[src/rtl/tictactoe_pkg.sv]
// Shared types and limits for the tic-tac-toe game engine.
package tictactoe_pkg;
  localparam int N_MAX = 8;
  localparam int K_MIN = 3;

  typedef enum logic [1:0] {IDLE, PLAY, CHECK, OVER} state_t;
  typedef enum logic {PLAYER_X = 1'b0, PLAYER_O = 1'b1} player_t;
endpackage

[src/rtl/tictactoe_if.sv]
// Move handshake and game-state bundle between the input front end and the engine.
// The undo pulse exists only when TTT_UNDO_EN is defined.
interface tictactoe_if #(parameter int N = 3) ();
  localparam int CW   = $clog2(N);
  localparam int CNTW = $clog2(N*N+1);

  logic            start;
  logic            move_valid;
  logic            move_ready;
  logic [CW-1:0]   move_row;
  logic [CW-1:0]   move_col;
`ifdef TTT_UNDO_EN
  logic            undo;
`endif
  logic [N*N-1:0]  board_x;
  logic [N*N-1:0]  board_o;
  logic            turn_o;
  logic            illegal;
  logic            win_x;
  logic            win_o;
  logic            draw;
  logic            game_over;
  logic [CNTW-1:0] move_count;

  modport master (
    output start, move_valid, move_row, move_col,
`ifdef TTT_UNDO_EN
    output undo,
`endif
    input  move_ready, board_x, board_o, turn_o, illegal,
    input  win_x, win_o, draw, game_over, move_count
  );

  modport slave (
    input  start, move_valid, move_row, move_col,
`ifdef TTT_UNDO_EN
    input  undo,
`endif
    output move_ready, board_x, board_o, turn_o, illegal,
    output win_x, win_o, draw, game_over, move_count
  );
endinterface

[src/rtl/tictactoe_line_check.sv]
// Combinational K-in-a-row detector restricted to the four lines through one cell.
// Every K-long window on the board is a constant mask; a window counts only if it
// lies on the row, column, diagonal or anti-diagonal of (row, col).
module tictactoe_line_check #(
  parameter int N = 3,
  parameter int K = 3
) (
  input  logic [N*N-1:0]         board,
  input  logic [$clog2(N)-1:0]   row,
  input  logic [$clog2(N)-1:0]   col,
  output logic                   win
);
  localparam int NN = N*N;

  function automatic logic [NN-1:0] wmask(int r, int c, int dr, int dc);
    logic [NN-1:0] m;
    m = '0;
    for (int k = 0; k < K; k++) m = m | (NN'(1) << ((r + k*dr)*N + c + k*dc));
    return m;
  endfunction

  // A window's start cell shares the line invariant of every cell in it.
  function automatic logic on_line(int d, int r, int c, int pr, int pc);
    case (d)
      0:       return r == pr;
      1:       return c == pc;
      2:       return (r - c) == (pr - pc);
      default: return (r + c) == (pr + pc);
    endcase
  endfunction

  logic [4*NN-1:0] hit;

  for (genvar d = 0; d < 4; d++) begin : g_dir
    localparam int DR = (d == 0) ? 0 : 1;
    localparam int DC = (d == 1) ? 0 : ((d == 3) ? -1 : 1);
    for (genvar r = 0; r < N; r++) begin : g_r
      for (genvar c = 0; c < N; c++) begin : g_c
        localparam int ER = r + (K-1)*DR;
        localparam int EC = c + (K-1)*DC;
        if (ER < N && EC >= 0 && EC < N) begin : g_fit
          localparam logic [NN-1:0] M = wmask(r, c, DR, DC);
          assign hit[d*NN + r*N + c] = on_line(d, r, c, int'(row), int'(col)) &&
                                       ((board & M) == M);
        end else begin : g_nofit
          assign hit[d*NN + r*N + c] = 1'b0;
        end
      end
    end
  end

  assign win = |hit;
endmodule

[src/rtl/tictactoe_game.sv]
// Stateful N x N, K-in-a-row tic-tac-toe engine: one move per two cycles,
// illegal-move rejection, sticky outcome. TTT_UNDO_EN adds a one-deep undo.
module tictactoe_game
  import tictactoe_pkg::*;
#(
  parameter int N = 3,
  parameter int K = 3
) (
  input logic       clk,
  input logic       rst_n,
  tictactoe_if.slave bus
);
  localparam int NN   = N*N;
  localparam int CW   = $clog2(N);
  localparam int CNTW = $clog2(NN+1);

  state_t          st;
  player_t         turn;
  logic [NN-1:0]   bx, bo;
  logic [CNTW-1:0] cnt;
  logic [CW-1:0]   lrow, lcol;
  logic            rdy, ill, wx, wo, drw, go;
`ifdef TTT_UNDO_EN
  logic [NN-1:0]   rec;
  logic            rec_v;
`endif

  logic [NN-1:0]   sel;
  logic            legal, line_win;

  assign sel   = NN'(1) << (int'(bus.move_row)*N + int'(bus.move_col));
  assign legal = (int'(bus.move_row) < N) && (int'(bus.move_col) < N) &&
                 (((bx | bo) & sel) == '0);

  // Only the player who just moved can have completed a line.
  tictactoe_line_check #(.N(N), .K(K)) u_chk (
    .board (turn == PLAYER_O ? bo : bx),
    .row   (lrow),
    .col   (lcol),
    .win   (line_win)
  );

  // Game FSM; start overrides everything, including an in-flight check.
  always_ff @(posedge clk or negedge rst_n) begin
    if (!rst_n) begin
      st   <= IDLE;
      turn <= PLAYER_X;
      bx   <= '0;
      bo   <= '0;
      cnt  <= '0;
      lrow <= '0;
      lcol <= '0;
      rdy  <= 1'b0;
      ill  <= 1'b0;
      wx   <= 1'b0;
      wo   <= 1'b0;
      drw  <= 1'b0;
      go   <= 1'b0;
`ifdef TTT_UNDO_EN
      rec   <= '0;
      rec_v <= 1'b0;
`endif
    end else begin
      ill <= 1'b0;
      if (bus.start) begin
        st   <= PLAY;
        turn <= PLAYER_X;
        bx   <= '0;
        bo   <= '0;
        cnt  <= '0;
        rdy  <= 1'b1;
        wx   <= 1'b0;
        wo   <= 1'b0;
        drw  <= 1'b0;
        go   <= 1'b0;
`ifdef TTT_UNDO_EN
        rec_v <= 1'b0;
`endif
      end else begin
        case (st)
          PLAY: begin
            if (bus.move_valid) begin
              if (legal) begin
                if (turn == PLAYER_O) bo <= bo | sel;
                else                  bx <= bx | sel;
                cnt  <= cnt + CNTW'(1);
                lrow <= bus.move_row;
                lcol <= bus.move_col;
                rdy  <= 1'b0;
                st   <= CHECK;
`ifdef TTT_UNDO_EN
                rec   <= sel;
                rec_v <= 1'b1;
`endif
              end else begin
                ill <= 1'b1;
              end
            end
`ifdef TTT_UNDO_EN
            else if (bus.undo && rec_v && cnt != '0) begin
              bx    <= bx & ~rec;
              bo    <= bo & ~rec;
              cnt   <= cnt - CNTW'(1);
              turn  <= (turn == PLAYER_O) ? PLAYER_X : PLAYER_O;
              rec_v <= 1'b0;
            end
`endif
          end
          CHECK: begin
            if (line_win) begin
              if (turn == PLAYER_O) wo <= 1'b1;
              else                  wx <= 1'b1;
              go <= 1'b1;
              st <= OVER;
            end else if (cnt == CNTW'(NN)) begin
              drw <= 1'b1;
              go  <= 1'b1;
              st  <= OVER;
            end else begin
              turn <= (turn == PLAYER_O) ? PLAYER_X : PLAYER_O;
              rdy  <= 1'b1;
              st   <= PLAY;
            end
          end
          default: ; // IDLE and OVER wait for start
        endcase
      end
    end
  end

  assign bus.move_ready = rdy;
  assign bus.board_x    = bx;
  assign bus.board_o    = bo;
  assign bus.turn_o     = turn;
  assign bus.illegal    = ill;
  assign bus.win_x      = wx;
  assign bus.win_o      = wo;
  assign bus.draw       = drw;
  assign bus.game_over  = go;
  assign bus.move_count = cnt;
endmodule

[src/flat_wrapper.sv]
// flat-port wrapper written by rule: the top's interface ports become plain ports
module tictactoe_game_flat import tictactoe_pkg::*;
#(
  parameter int N = 3,
  parameter int K = 3
)
  (clk, rst_n, bus_start, bus_move_valid, bus_move_row, bus_move_col, bus_move_ready, bus_board_x, bus_board_o, bus_turn_o, bus_illegal, bus_win_x, bus_win_o, bus_draw, bus_game_over, bus_move_count);
  tictactoe_if #(.N(N)) bus_i ();
  input logic clk;
  input logic rst_n;
  input wire logic [$bits(bus_i.start)-1:0] bus_start;
  input wire logic [$bits(bus_i.move_valid)-1:0] bus_move_valid;
  input wire logic [$bits(bus_i.move_row)-1:0] bus_move_row;
  input wire logic [$bits(bus_i.move_col)-1:0] bus_move_col;
  output wire logic [$bits(bus_i.move_ready)-1:0] bus_move_ready;
  output wire logic [$bits(bus_i.board_x)-1:0] bus_board_x;
  output wire logic [$bits(bus_i.board_o)-1:0] bus_board_o;
  output wire logic [$bits(bus_i.turn_o)-1:0] bus_turn_o;
  output wire logic [$bits(bus_i.illegal)-1:0] bus_illegal;
  output wire logic [$bits(bus_i.win_x)-1:0] bus_win_x;
  output wire logic [$bits(bus_i.win_o)-1:0] bus_win_o;
  output wire logic [$bits(bus_i.draw)-1:0] bus_draw;
  output wire logic [$bits(bus_i.game_over)-1:0] bus_game_over;
  output wire logic [$bits(bus_i.move_count)-1:0] bus_move_count;
  assign bus_i.start = bus_start;
  assign bus_i.move_valid = bus_move_valid;
  assign bus_i.move_row = bus_move_row;
  assign bus_i.move_col = bus_move_col;
  assign bus_move_ready = bus_i.move_ready;
  assign bus_board_x = bus_i.board_x;
  assign bus_board_o = bus_i.board_o;
  assign bus_turn_o = bus_i.turn_o;
  assign bus_illegal = bus_i.illegal;
  assign bus_win_x = bus_i.win_x;
  assign bus_win_o = bus_i.win_o;
  assign bus_draw = bus_i.draw;
  assign bus_game_over = bus_i.game_over;
  assign bus_move_count = bus_i.move_count;
  tictactoe_game #(.N(N), .K(K)) u_core (.clk(clk), .rst_n(rst_n), .bus(bus_i));
endmodule
[config.mk]
export PLATFORM = sky130hd
export DESIGN_NAME = tictactoe_game_flat
export DESIGN_NICKNAME = d
export VERILOG_FILES = /design/src/rtl/tictactoe_pkg.sv /design/src/rtl/tictactoe_if.sv /design/src/rtl/tictactoe_line_check.sv /design/src/rtl/tictactoe_game.sv /design/src/flat_wrapper.sv
export SDC_FILE = /design/constraint.sdc
export NUM_CORES = 1
export LEC_CHECK = 0
export ABC_AREA = 1
export CORE_UTILIZATION = 30
export CTS_CLUSTER_SIZE = 14
export DETAILED_ROUTE_END_ITERATION = 10
export GPL_TIMING_DRIVEN = 0
export PLACE_DENSITY = 0.57
export SYNTH_ARGS = -nofsm -noshare
export SYNTH_HDL_FRONTEND = slang
export SYNTH_SLANG_ARGS = --single-unit
[constraint.sdc]
create_clock -name clk -period 3 [get_ports clk]
set_input_delay 0.45 -clock clk [delete_from_list [all_inputs] [get_ports clk]]
set_output_delay 0.45 -clock clk [all_outputs]
set_load 0.005 [all_outputs]
==> key figures, run 1 <==
Power and ir drop
  • PD cells: 550 nW/um^2
  • Worst IR drop on VDD: 0.204 mV
  • Overall power consumption: 1.77 mW
  • Reported leakage power: 1.59 nW

Worst hold path
  • Worst Hold Class: in2async

Logic synthesis
  • Xor-xnor portion of the synthesized cell area: 0.00700
  • Count of flip-flops with a built-in enable after synthesis: 0
  • Compound-cell area share of the yosys netlist: 0.103
  • Adder-cell area share of the yosys netlist: 0.0610
  • Most common flop cell mapped by yosys: dfrtp_1
  • Area share of and/or/nand/nor cells after synthesis: 0.378
  • Number of synthesized register bits: 35
  • Part of the Yosys area used for sequential elements: 0.350
  • Post-synth net total: 370
  • Cell area after synthesis: 2500 sq um
  • Dominant combinational cell family by area after synthesis: simple AND/OR/NAND/NOR gates
  • Async set-or-reset flop fraction in the synthesized netlist: 1.00
  • Number of unique standard cell types used by synthesis: 26
  • Post-synthesis instance total: 351
  • Synthesized area divided by synthesized cell count: 7.13 sq um
  • Proportion of synthesized area in mux cells: 0
  • Number of warnings printed during yosys synthesis: 0

Critical path
  • Capturing element type of the critical path: register
  • Family with the most delay on the worst path: simple AND/OR/NAND/NOR gates
  • Data arrival time of the critical path: 2.93 ns
  • Buffers & Inverters on Critical Path: 4
  • Cells along the critical path: clkdlybuf4s50_1 -> inv_1 -> fa_2 -> inv_1 -> nand2_1 -> nor2_1 -> nand3_1 -> nand3_1 -> nor2_4 -> nand3_4 -> nand2_4 -> nand3_4 -> buf_6 -> nand2_1 -> o21ai_2
  • Worst reg2reg path depth: 12
  • Critical path class: in2reg
  • Reg-to-reg critical path startpoint: u_core.lcol[0]
  • Slowest cell delay on critical path: 0.62 ns
  • Data required time of the worst path: 3.18 ns
  • Maximum fanout along the worst path: 6
  • Critical path startpoint category: primary input
  • Reg2reg end: u_core.bus.move_ready
  • Slowest cell on crit path: fa_2
  • R2R setup slack: 0.70 ns

Global route
  • Initial antenna violation count: 0
  • Wire length of the first global-routing pass: 10.9 mm
  • Vias in the first global route: 2246
  • Combined global-route utilization of all metal layers: 0.159
  • Pin count of the biggest net entering global routing: 36
  • GRT Residual Overflow: 0

Cells and area
  • Share of cells above drive strength 1: 0.148
  • Layout area overhead: 28.3%
  • Nets: 420
  • Antenna cell count: 0
  • Number of cells in the finished layout apart from fillers: 502

Routing
  • Met1 Wirelength: 3.08 mm
  • Antenna-violating nets left: 0
  • Drt pass-1 iters: 4
  • Drt first-iter violations: 209
  • Overall via count from detail_route: 2408
  • Routed Wire Length: 6.54 mm
  • Met3 wire length: 270 um
  • Wire length per cell after detailed routing: 13.0 um
  • Highest Signal Layer: met4
  • Wire length on met2: 3.09 mm
  • Via-per-instance ratio: 4.80
  • Number of DRC violations after detailed routing: 0

Clocking
  • CTS root buffer: clkbuf_8
  • Max H-tree Level: 2
  • Total clock sinks: 35
  • Count of hold-fix buffers inserted at cts: 0
  • Worst-Skew Late Latency: 0.29 ns
  • TritonCTS clock tree: yes
  • Clock buffers created by TritonCTS: 5
  • Clock transition at the register clock pins on the worst setup and hold paths after CTS: 0.07 ns
  • Maximum number of buffers from clock root to sink: 2

Floorplan
  • Top Ports: 37
  • Die area: 8710 sq um
  • Core area: 7890 sq um
  • Initial Utilization: 0.317
  • DIE WIDTH: 93.3 um
  • Standard-cell row count: 32
  • Die Y-Extent: 93.3 um

Timing
  • Worst-Margin Slew: 0.803 ns
  • Final critical delay including setup and external delays: 2.76 ns
  • Largest clock skew in the final design: 0.00811 ns
  • Unrepaired setup endpoints after global routing: no
  • Fmax: 0.363 GHz
  • Slew Limit Headroom: 0.464
  • Hold Violations, Final: 0
  • Portion of the clock cycle consumed by the worst path in the final layout: 0.919
  • Count of final max-slew check failures: 0
  • Number of setup violations in the final report: 0

Placed design
  • Final GP Congestion: 0.918
  • Placed wire-length estimate: 4.87 mm
  • DP Cell Count: 488
  • Input/output buffers: 35

Run status
  • Run status: completed

Job
  • Count of max-cap constraint violations: 0
synthesized netlist by cell type (3+ instances only):
| master | n | area (sq um) |
|---|---|---|
| nand3_4 | 3 | 52.6 |
| nand3b_1 | 3 | 22.5 |
| a21oi_1 | 5 | 25.0 |
| inv_1 | 43 | 161 |
| inv_2 | 3 | 11.3 |
| buf_2 | 4 | 20.0 |
| nand3_1 | 37 | 185 |
| dfrtp_1 | 35 | 876 |
| buf_6 | 4 | 45.0 |
| o21ai_2 | 16 | 140 |
| ha_1 | 9 | 113 |
| nand3_2 | 3 | 30.0 |
| nand2_1 | 125 | 469 |
| nand4_1 | 8 | 50.1 |
| o21ai_0 | 17 | 85.1 |
| nor2_1 | 21 | 78.8 |
state kept, by name (all words and copies together) (netlist names):
| register | count |
|---|---|
| u_core.bus.move_count | 4 |
| u_core.bus.win_o | 1 |
| u_core.bus.board_o | 9 |
| u_core.st | 2 |
| u_core.lrow | 2 |
| u_core.bus.win_x | 1 |
| u_core.bus.game_over | 1 |
| u_core.bus.illegal | 1 |
| u_core.lcol | 2 |
| u_core.bus.turn_o | 1 |
| u_core.bus.move_ready | 1 |
| u_core.bus.draw | 1 |
| u_core.bus.board_x | 9 |
metrics by stage:
stage,instance area [sq um],worst slack [ns],TNS (ns),hold WS (ns),utilization
2_1_floorplan,2500,0.477,0,0.154,-
3_3_place_gp,2980,-0.404,-10.04,0.468,0.378
6_report,3210,0.244,0,0.250,0.407
3_5_place_dp,2980,-0.441,-10.90,0.465,0.377
5_1_grt,3210,0.0319,0,0.319,0.407
4_1_cts,3130,0.0537,0,0.282,0.397
metal layers:
| metal | track usage | vias to the layer above |
|---|---|---|
| li1 | - | 1215 |
| met1 | 0.220 | 1129 |
| met2 | 0.254 | 57 |
| met3 | 0.0252 | 7 |
| met4 | 0.0500 | 0 |
| met5 | 0 | - |
what timing repair did:
action / in CTS / in global routing
buffers inserted: 3 / 3
setup endpoints to repair: 26 / 20
endpoints found under the hold margin: 0 / 0
resized for setup: 7 / 10
pin swaps: 0 / 2
gates cloned: 1 / 1
area by class of cell:
type | instances | area [sq um]
inverters | 46 | 173
clock inverters | 1 | 7.51
fillers | 783 | 4680
well taps | 102 | 128
repair buffers | 43 | 454
plain buffers | 11 | 101
flip-flops and latches | 35 | 876
multi-input cells | 259 | 1400
clock buffers | 5 | 68.8
cells in the final DEF (no fill, tap or decap):
master and n:
nor2_4 2, a21oi_1 5, clkbuf_1 2, nand2_2 1
buf_4 4, dlygate4sd2_1 1, nand3b_1 3, nand3_4 4
nand3_1 37, ha_2 1, buf_16 1, nor3_1 1
fa_1 1, clkinvlp_4 1, xor2_1 2, a21boi_0 1
nor2_1 21, o21ai_0 17, clkbuf_16 1, dfrtp_1 35
clkdlybuf4s50_1 31, nand4_1 8, nand2_1 125, nor2_2 1
nand3_2 2, clkbuf_8 5, inv_2 4, buf_2 5
inv_1 42, buf_12 2, buf_6 5, o21ai_2 16
ha_4 1, dlymetal6s2s_1 2, ha_1 7, nand2_4 2
fa_2 1
logic make-up after synthesis:
group | count (synthesis)
flip-flops | 35
buffers and inverters | 57
XOR/XNOR | 2
AND/OR/NAND/NOR | 207
AO/OA/AOI/OAI | 39
adder cells (fa/ha/maj) | 11
report_power, final:
part	switching (mW)	internal (mW)	leakage [nW]	total (mW)
Sequential	0.0934	0.558	0.466	0.651
Clock	0.172	0.154	0.0361	0.326
Combinational	0.433	0.355	1.09	0.788
how the worst max path moves through the flow:
stage | start | to | slack, ns | depth (start not counted)
2_1_floorplan | bus_move_row[0] | u_core.bus.board_x[7] | 0.48 | 16
4_1_cts | bus_move_row[1] | u_core.bus.board_x[6] | 0.05 | 14
3_5_place_dp | bus_move_row[0] | u_core.bus.board_x[7] | -0.44 | 17
5_1_grt | bus_move_col[1] | u_core.bus.board_x[2] | 0.03 | 15
6_report | bus_move_col[1] | u_core.bus.board_x[2] | 0.24 | 15
3_3_place_gp | bus_move_row[0] | u_core.bus.move_count[3] | -0.40 | 16
Note: power is estimated with default switching activity, not from simulation.
==> run 2, diff against run 1 <==
--- a/config.mk
+++ b/config.mk
@@ -6,10 +6,12 @@
 export NUM_CORES = 1
 export LEC_CHECK = 0
 export ABC_AREA = 1
+export CORE_MARGIN = 4
 export CORE_UTILIZATION = 30
 export CTS_CLUSTER_SIZE = 14
 export DETAILED_ROUTE_END_ITERATION = 10
 export GPL_TIMING_DRIVEN = 0
+export MAX_ROUTING_LAYER = met4
 export PLACE_DENSITY = 0.57
 export SYNTH_ARGS = -nofsm -noshare
 export SYNTH_HDL_FRONTEND = slang
==> run 2 against run 1 <==
  * Worst setup slack improved by 0.021 ns
  * Critical path depth is the same
  * Flip-flop and latch count unchanged
  * Global-route usage is 1.8 points lower
  * Wire length down 2.5%
  * Design area shrank 2.6%
  * Largest power group unchanged
  * Via count is 4.4% lower
==> key figures, run 2 (synthesis results as in run 1) <==
Clocking
  • Worst-Skew Late Latency: 0.29 ns (about the same)
  • Clock buffers created by TritonCTS: 5 (unchanged)
  • Max H-tree Level: 2 (unchanged)
  • Count of hold-fix buffers inserted at cts: 0 (unchanged)
  • CTS root buffer: clkbuf_8
  • Total clock sinks: 35 (unchanged)
  • Maximum number of buffers from clock root to sink: 2 (unchanged)
  • Clock transition at the register clock pins on the worst setup and hold paths after CTS: 0.08 ns (about the same)
  • Setup Buffers After CTS: 0 (-3)
  • TritonCTS clock tree: yes

Placed design
  • Input/output buffers: 35 (unchanged)
  • Final GP Congestion: 0.982 (+6.9%)
  • Placed wire-length estimate: 4.89 mm (+0.35%)

Floorplan
  • Standard-cell row count: 33 (+3.1%)
  • Die area: 9870 sq um (+13%)
  • DIE WIDTH: 99.3 um (+6.4%)
  • Core area: 8180 sq um (+3.6%)
  • Initial Utilization: 0.306 (-0.0112)
  • Die Y-Extent: 99.3 um (+6.4%)
  • Top Ports: 37 (unchanged)

Critical path
  • Data arrival time of the critical path: 2.93 ns (about the same)
  • Maximum fanout along the worst path: 10 (+4)
  • Data required time of the worst path: 3.19 ns (about the same)
  • Critical path class: in2reg
  • Capturing element type of the critical path: register
  • Critical path startpoint category: primary input

Timing
  • Slew Limit Headroom: 0.458 (-0.00597)
  • Hold Violations, Final: 0 (unchanged)
  • Setup tns final: 0 ns (unchanged)
  • Largest clock skew in the final design: 0.00726 ns (-0.000846 ns)
  • Fmax: 0.366 GHz (+0.78%)
  • Unrepaired setup endpoints after global routing: no
  • Worst-Margin Slew: 0.812 ns (+0.00895 ns)
  • Count of final max-slew check failures: 0 (unchanged)
  • Number of setup violations in the final report: 0 (unchanged)
  • Portion of the clock cycle consumed by the worst path in the final layout: 0.912 (-0.00715)
  • Final critical delay including setup and external delays: 2.73 ns (-0.0214 ns)

Routing
  • Number of DRC violations after detailed routing: 0 (unchanged)
  • Drt first-iter violations: 129 (-38%)
  • Highest Signal Layer: met4
  • Routed Wire Length: 6.38 mm (-2.5%)
  • Drt pass-1 iters: 4 (unchanged)
  • Met1 Wirelength: 3.20 mm (+3.8%)
  • Met3 wire length: 206 um (-24%)
  • Wire length per cell after detailed routing: 12.8 um (-1.9%)
  • Wire length on met2: 2.88 mm (-6.8%)
  • Antenna-violating nets left: 0 (unchanged)
  • Via-per-instance ratio: 4.61 (-3.9%)
  • Overall via count from detail_route: 2301 (-4.4%)

Global route
  • GRT Residual Overflow: 0 (unchanged)
  • Combined global-route utilization of all metal layers: 0.142 (-0.0175)
  • Pin count of the biggest net entering global routing: 36 (unchanged)
  • Initial antenna violation count: 0 (unchanged)
  • Vias in the first global route: 2266 (+0.89%)
  • Wire length of the first global-routing pass: 11.0 mm (+1.5%)

Cells and area
  • Layout area overhead: 25.0%
  • Most common cell after layout, fill and taps aside: nand2_1
  • Share of cells above drive strength 1: 0.135 (-0.0130)
  • Antenna cell count: 0 (unchanged)
  • Nets: 412 (-1.9%)
  • Final standard cell utilization of the core: 0.382 (-0.0247)
  • Top library cells by usage in the layout, fill and taps aside: 124 x nand2_1, 42 x inv_1, 37 x nand3_1, 35 x dfrtp_1, 31 x clkdlybuf4s50_1

Job
  • Count of max-cap constraint violations: 0 (unchanged)

Worst hold path
  • Worst Hold Class: in2async

Power and ir drop
  • Reported leakage power: 1.54 nW (-3.0%)
  • Switching Power: 0.690 mW (-1.2%)
  • Clock power frac: 0.212 (+0.027)
  • Seq pwr share: 0.373 (+0.004)
  • Internal power: 1.05 mW (-1.2%)
  • PD cells: 558 nW/um^2 (+1.5%)
  • Portion of total power attributed to combinational logic: 0.415 (-0.031)
  • Fraction of power spent switching nets: 0.396 (about the same)
  • Worst IR drop on VDD: 0.203 mV (-0.92%)

Run status
  • Run status: completed
-- run 2: changes by cell type in the layout (fill, tap and decap cells not counted), sizes merged --
cell / before / now
clkinvlp: 1 / 0
clkinv: 0 / 1
buf: 17 / 10
clkbuf: 8 / 9
-- run 2: worst paths after layout --
path | startpoint | to | slack [ns] | depth (start not counted)
worst max register to register | u_core.lcol[0] | u_core.bus.move_ready | 0.72 | 12
min in group clk | u_core.bus.move_ready | u_core.bus.move_ready | 0.48 | 2
max in group asynchronous | rst_n | u_core.bus.win_x | 2.23 | 1
worst max-delay path | bus_move_col[1] | u_core.bus.board_x[7] | 0.27 | 15
worst min-delay path | rst_n | u_core.bus.draw | 0.24 | 1
worst min register to register | u_core.bus.move_ready | u_core.bus.move_ready | 0.48 | 2
-- run 2: worst max-delay path, stage by stage --
cell and delay (ns):
clkdlybuf4s50_1 0.54, inv_1 0.09, fa_2 0.62, inv_1 0.06
nand2_1 0.08, nor2_1 0.06, nand4_1 0.11, nand2_1 0.10
nor2_4 0.15, nand3_4 0.09, nand2_4 0.09, nand3_4 0.15
buf_8 0.23, nand2_2 0.06, o21ai_2 0.04
-- run 2: power groups by stage --
stage          Combinational (mW)  Clock [mW]  Sequential [mW]
2_1_floorplan               0.460           0            0.643
3_5_place_dp                0.714           0            0.657
6_report                    0.723       0.370            0.651
4_1_cts                     0.722       0.387            0.650
3_3_place_gp                0.705           0            0.657
5_1_grt                     0.834       0.407            0.668
-- run 2: repair_timing --
action,in CTS,in global routing
pin swaps,0,1
setup endpoints to repair,26,26
resized for setup,3,11
cloned,0,0
-- run 2: per-stage QoR --
step | total power, mW | hold WS (ns) | area (sq um) | setup WS [ns] | std cells
6_report | 1.74 | 0.238 | 3130 | 0.265 | 499
5_1_grt | 1.91 | 0.324 | 3130 | 0.0710 | 499
4_1_cts | 1.76 | 0.277 | 3080 | 0.0383 | 499
3_3_place_gp | 1.36 | 0.464 | 2980 | -0.403 | 491
3_5_place_dp | 1.37 | 0.469 | 2980 | -0.452 | 491
2_1_floorplan | 1.10 | 0.154 | 2500 | 0.477 | 351
-- run 2: cell type report --
type / count / area (sq um)
Clock buffer: 7 / 86.3
Buffer: 11 / 91.3
Tap cell: 105 / 131
Fill cell: 858 / 5050
Inverter: 46 / 173
Multi-Input combinational cell: 259 / 1410
Sequential cell: 35 / 876
Timing Repair Buffer: 35 / 349
Clock inverter: 1 / 8.76
-- run 2: metal layers --
layer / vias up / track usage
li1: 1201 / -
met3: 5 / 0.0182
met4: 0 / 0.0378
met5: - / -
met2: 47 / 0.217
met1: 1048 / 0.198
==> run 3, diff against run 2 <==
--- a/config.mk
+++ b/config.mk
@@ -6,11 +6,13 @@
 export NUM_CORES = 1
 export LEC_CHECK = 0
 export ABC_AREA = 1
+export CAP_MARGIN = 20
 export CORE_MARGIN = 4
 export CORE_UTILIZATION = 30
 export CTS_CLUSTER_SIZE = 14
 export DETAILED_ROUTE_END_ITERATION = 10
 export GPL_TIMING_DRIVEN = 0
+export HOLD_SLACK_MARGIN = 0.06
 export MAX_ROUTING_LAYER = met4
 export PLACE_DENSITY = 0.57
 export SYNTH_ARGS = -nofsm -noshare
==> constraint.sdc (replaced) <==
create_clock -name clk -period 2.6 [get_ports clk]
set_input_delay 0.39 -clock clk [delete_from_list [all_inputs] [get_ports clk]]
set_output_delay 0.39 -clock clk [all_outputs]
set_load 0.005 [all_outputs]
==> run 3 against run 2 <==
  * Final cell count up 1.4%
  * Critical path depth grew 1
  * Clock power is 16% higher
  * Critical path type unchanged
  * Power is 19% higher
  * Critical endpoint is now u_core.bus.board_x[0]
  * Highest routed layer unchanged
  * Largest power group unchanged
  * Register-to-register slack got worse by 0.41 ns
  * Sequential power up 15%
==> key figures, run 3 (synthesis results as in run 1) <==
Critical path
  • Critical path startpoint category: primary input
  • Slowest cell delay on critical path: 0.47 ns (-0.15 ns)
  • Critical path class: in2reg
  • Data arrival time of the critical path: 2.63 ns (-0.30 ns)
  • Data required time of the worst path: 2.79 ns (-0.40 ns)
  • R2R setup slack: 0.31 ns (-0.41 ns)
  • Maximum fanout along the worst path: 7 (-3)
  • Worst reg2reg path depth: 12 (unchanged)
  • Slowest cell on crit path: fa_2
  • Capturing element type of the critical path: register
  • Cells along the critical path: buf_2 -> inv_1 -> ha_4 -> fa_2 -> buf_4 -> nand2_1 -> nor2_1 -> nand3_1 -> nand3_2 -> nor2_4 -> nand3_4 -> nand2_4 -> nand3_4 -> buf_6 -> nand2_1 -> o21ai_2

Routing
  • Antenna-violating nets left: 0 (unchanged)
  • Drt first-iter violations: 121 (-6.2%)
  • Via-per-instance ratio: 4.56 (-1.1%)
  • Wire length per cell after detailed routing: 12.8 um (+0.49%)
  • Number of DRC violations after detailed routing: 0 (unchanged)
  • Routed Wire Length: 6.50 mm (+1.9%)
  • Drt pass-1 iters: 4 (unchanged)
  • Overall via count from detail_route: 2308 (+0.30%)

Cells and area
  • Share of cells above drive strength 1: 0.160 (+0.0251)
  • Top library cells by usage in the layout, fill and taps aside: 124 x nand2_1, 42 x inv_1, 36 x nand3_1, 35 x dfrtp_1, 30 x clkdlybuf4s50_1
  • Most common cell after layout, fill and taps aside: nand2_1
  • Layout area overhead: 28.3%
  • Antenna cell count: 0 (unchanged)
  • Area of all placed cells without fillers: 3210 sq um (+2.6%)
  • Final standard cell utilization of the core: 0.393 (+0.0101)
  • Nets: 419 (+1.7%)
  • Number of cells in the finished layout apart from fillers: 506 (+1.4%)

Timing
  • Unrepaired setup endpoints after global routing: no
  • Number of setup violations in the final report: 0 (unchanged)
  • Fmax: 0.409 GHz
  • Worst-Margin Slew: 0.811 ns (-0.00113 ns)
  • Largest clock skew in the final design: 0.00792 ns (+0.000654 ns)
  • Slew Limit Headroom: 0.459 (+0.000755)
  • Portion of the clock cycle consumed by the worst path in the final layout: 0.940
  • Hold Violations, Final: 0 (unchanged)
  • Count of final max-slew check failures: 0 (unchanged)
  • Hold_ws: 0.173 ns (-0.0652 ns)
  • Final critical delay including setup and external delays: 2.44 ns

Power and ir drop
  • Worst IR drop on VDD: 0.271 mV (+34%)
  • Fraction of power spent switching nets: 0.390 (-0.00590)
  • Clock power frac: 0.206 (-0.006)
  • Overall power consumption: 2.08 mW (+19%)
  • Internal power: 1.27 mW (+20%)
  • Switching Power: 0.809 mW (+17%)
  • Portion of total power attributed to combinational logic: 0.433 (+0.018)
  • Seq pwr share: 0.361 (-0.012)
  • PD cells: 647 nW/um^2 (+16%)
  • Reported leakage power: 1.59 nW (+3.0%)

Placed design
  • DP Cell Count: 491 (unchanged)
  • Final GP Congestion: 0.982 (unchanged)
  • Placed standard-cell area: 2980 sq um (unchanged)
  • Placed wire-length estimate: 4.89 mm (unchanged)
  • Input/output buffers: 35 (unchanged)

Clocking
  • Max H-tree Level: 2 (unchanged)
  • Maximum number of buffers from clock root to sink: 2 (unchanged)
  • Total clock sinks: 35 (unchanged)
  • TritonCTS clock tree: yes
  • Clock buffers created by TritonCTS: 5 (unchanged)
  • Count of hold-fix buffers inserted at cts: 0 (unchanged)
  • Worst-Skew Late Latency: 0.30 ns (about the same)
  • CTS root buffer: clkbuf_8
  • Clock transition at the register clock pins on the worst setup and hold paths after CTS: 0.07 ns (about the same)

Run status
  • Run status: completed

Floorplan
  • Initial Utilization: 0.306 (unchanged)
  • Standard-cell row count: 33 (unchanged)
  • Die area: 9870 sq um (unchanged)
  • Top Ports: 37 (unchanged)
  • Core area: 8180 sq um (unchanged)
  • DIE WIDTH: 99.3 um (unchanged)
  • Die Y-Extent: 99.3 um (unchanged)

Job
  • Count of max-cap constraint violations: 0 (unchanged)

Global route
  • Initial antenna violation count: 0 (unchanged)
  • Pin count of the biggest net entering global routing: 36 (unchanged)
  • GRT Residual Overflow: 0 (unchanged)
  • Wire length of the first global-routing pass: 11.2 mm (+1.6%)
  • Combined global-route utilization of all metal layers: 0.144 (+0.00257)
  • Vias in the first global route: 2310 (+1.9%)

Worst hold path
  • Worst Hold Class: in2async
==> run 3: cell count changes in the layout (fill, tap and decap cells not counted) <==
cell and delta:
buf_4 +5, clkbuf_2 +2, dlymetal6s2s_1 -2, buf_12 +1
buf_16 +1, buf_2 +1, buf_8 -1, bufbuf_16 +1
clkdlybuf4s50_1 -1, nand3_1 -1, nand3_2 +1, nor2_2 +1
nor2_4 -1
==> run 3: power groups by stage <==
stage | combinational [mW] | clock, mW | sequential [mW]
after floorplan | 0.531 | 0 | 0.742
after global placement | 0.814 | 0 | 0.758
after detailed placement | 0.823 | 0 | 0.758
after CTS | 0.906 | 0.447 | 0.750
after global routing | 1.02 | 0.469 | 0.771
final | 0.899 | 0.428 | 0.750
==> run 3: final cells by class <==
| type | instances | area [sq um] |
|---|---|---|
| Multi-Input combinational cell | 259 | 1410 |
| Sequential cell | 35 | 876 |
| Tap cell | 105 | 131 |
| Timing Repair Buffer | 42 | 430 |
| Inverter | 46 | 173 |
| Clock buffer | 7 | 86.3 |
| Fill cell | 852 | 4970 |
| Clock inverter | 1 | 8.76 |
| Buffer | 11 | 92.6 |
==> run 3: final timing paths <==
check,to,start
min in group clk,u_core.lcol[0],bus_move_col[0]
hold reg to reg,u_core.bus.move_ready,u_core.bus.move_ready
setup reg to reg,u_core.bus.move_ready,u_core.lcol[0]
max in group asynchronous,u_core.bus.win_x,rst_n
setup / recovery,u_core.bus.board_x[0],bus_move_row[0]
hold / removal,u_core.bus.draw,rst_n
==> run 3: per-layer routing <==
layer	vias up	GRT usage	wire length (um)	share of wire
met4	0	0.0420	111	0.017
met3	8	0.0189	151	0.023
met2	37	0.221	2980	0.46
met5	-	-	0	0
met1	1053	0.200	3250	0.50
li1	1210	-	-	-
==> run 3: metrics by stage <==
step	TNS (ns)	worst slack, ns
finish	0	0.157
global route	0	0.0215
CTS	0	0.00481
detailed placement	-21.63	-0.792
global placement	-20.38	-0.743
floorplan	0	0.137
==> run 3: timing repair <==
action	CTS	global route
endpoints found under the setup margin	30	26
pin swaps	2	4
setup buffers	5	0
gates cloned	2	0
resized for setup	17	7
==> run 3: worst max-delay path, delay by kind of cell <==
family | cells | cell delay [ns]
and+or+nand+nor | 9 | 0.88
adders and majority gates | 2 | 0.74
buffers and inverters | 4 | 0.58
AOI/OAI and AO/OA | 1 | 0.05
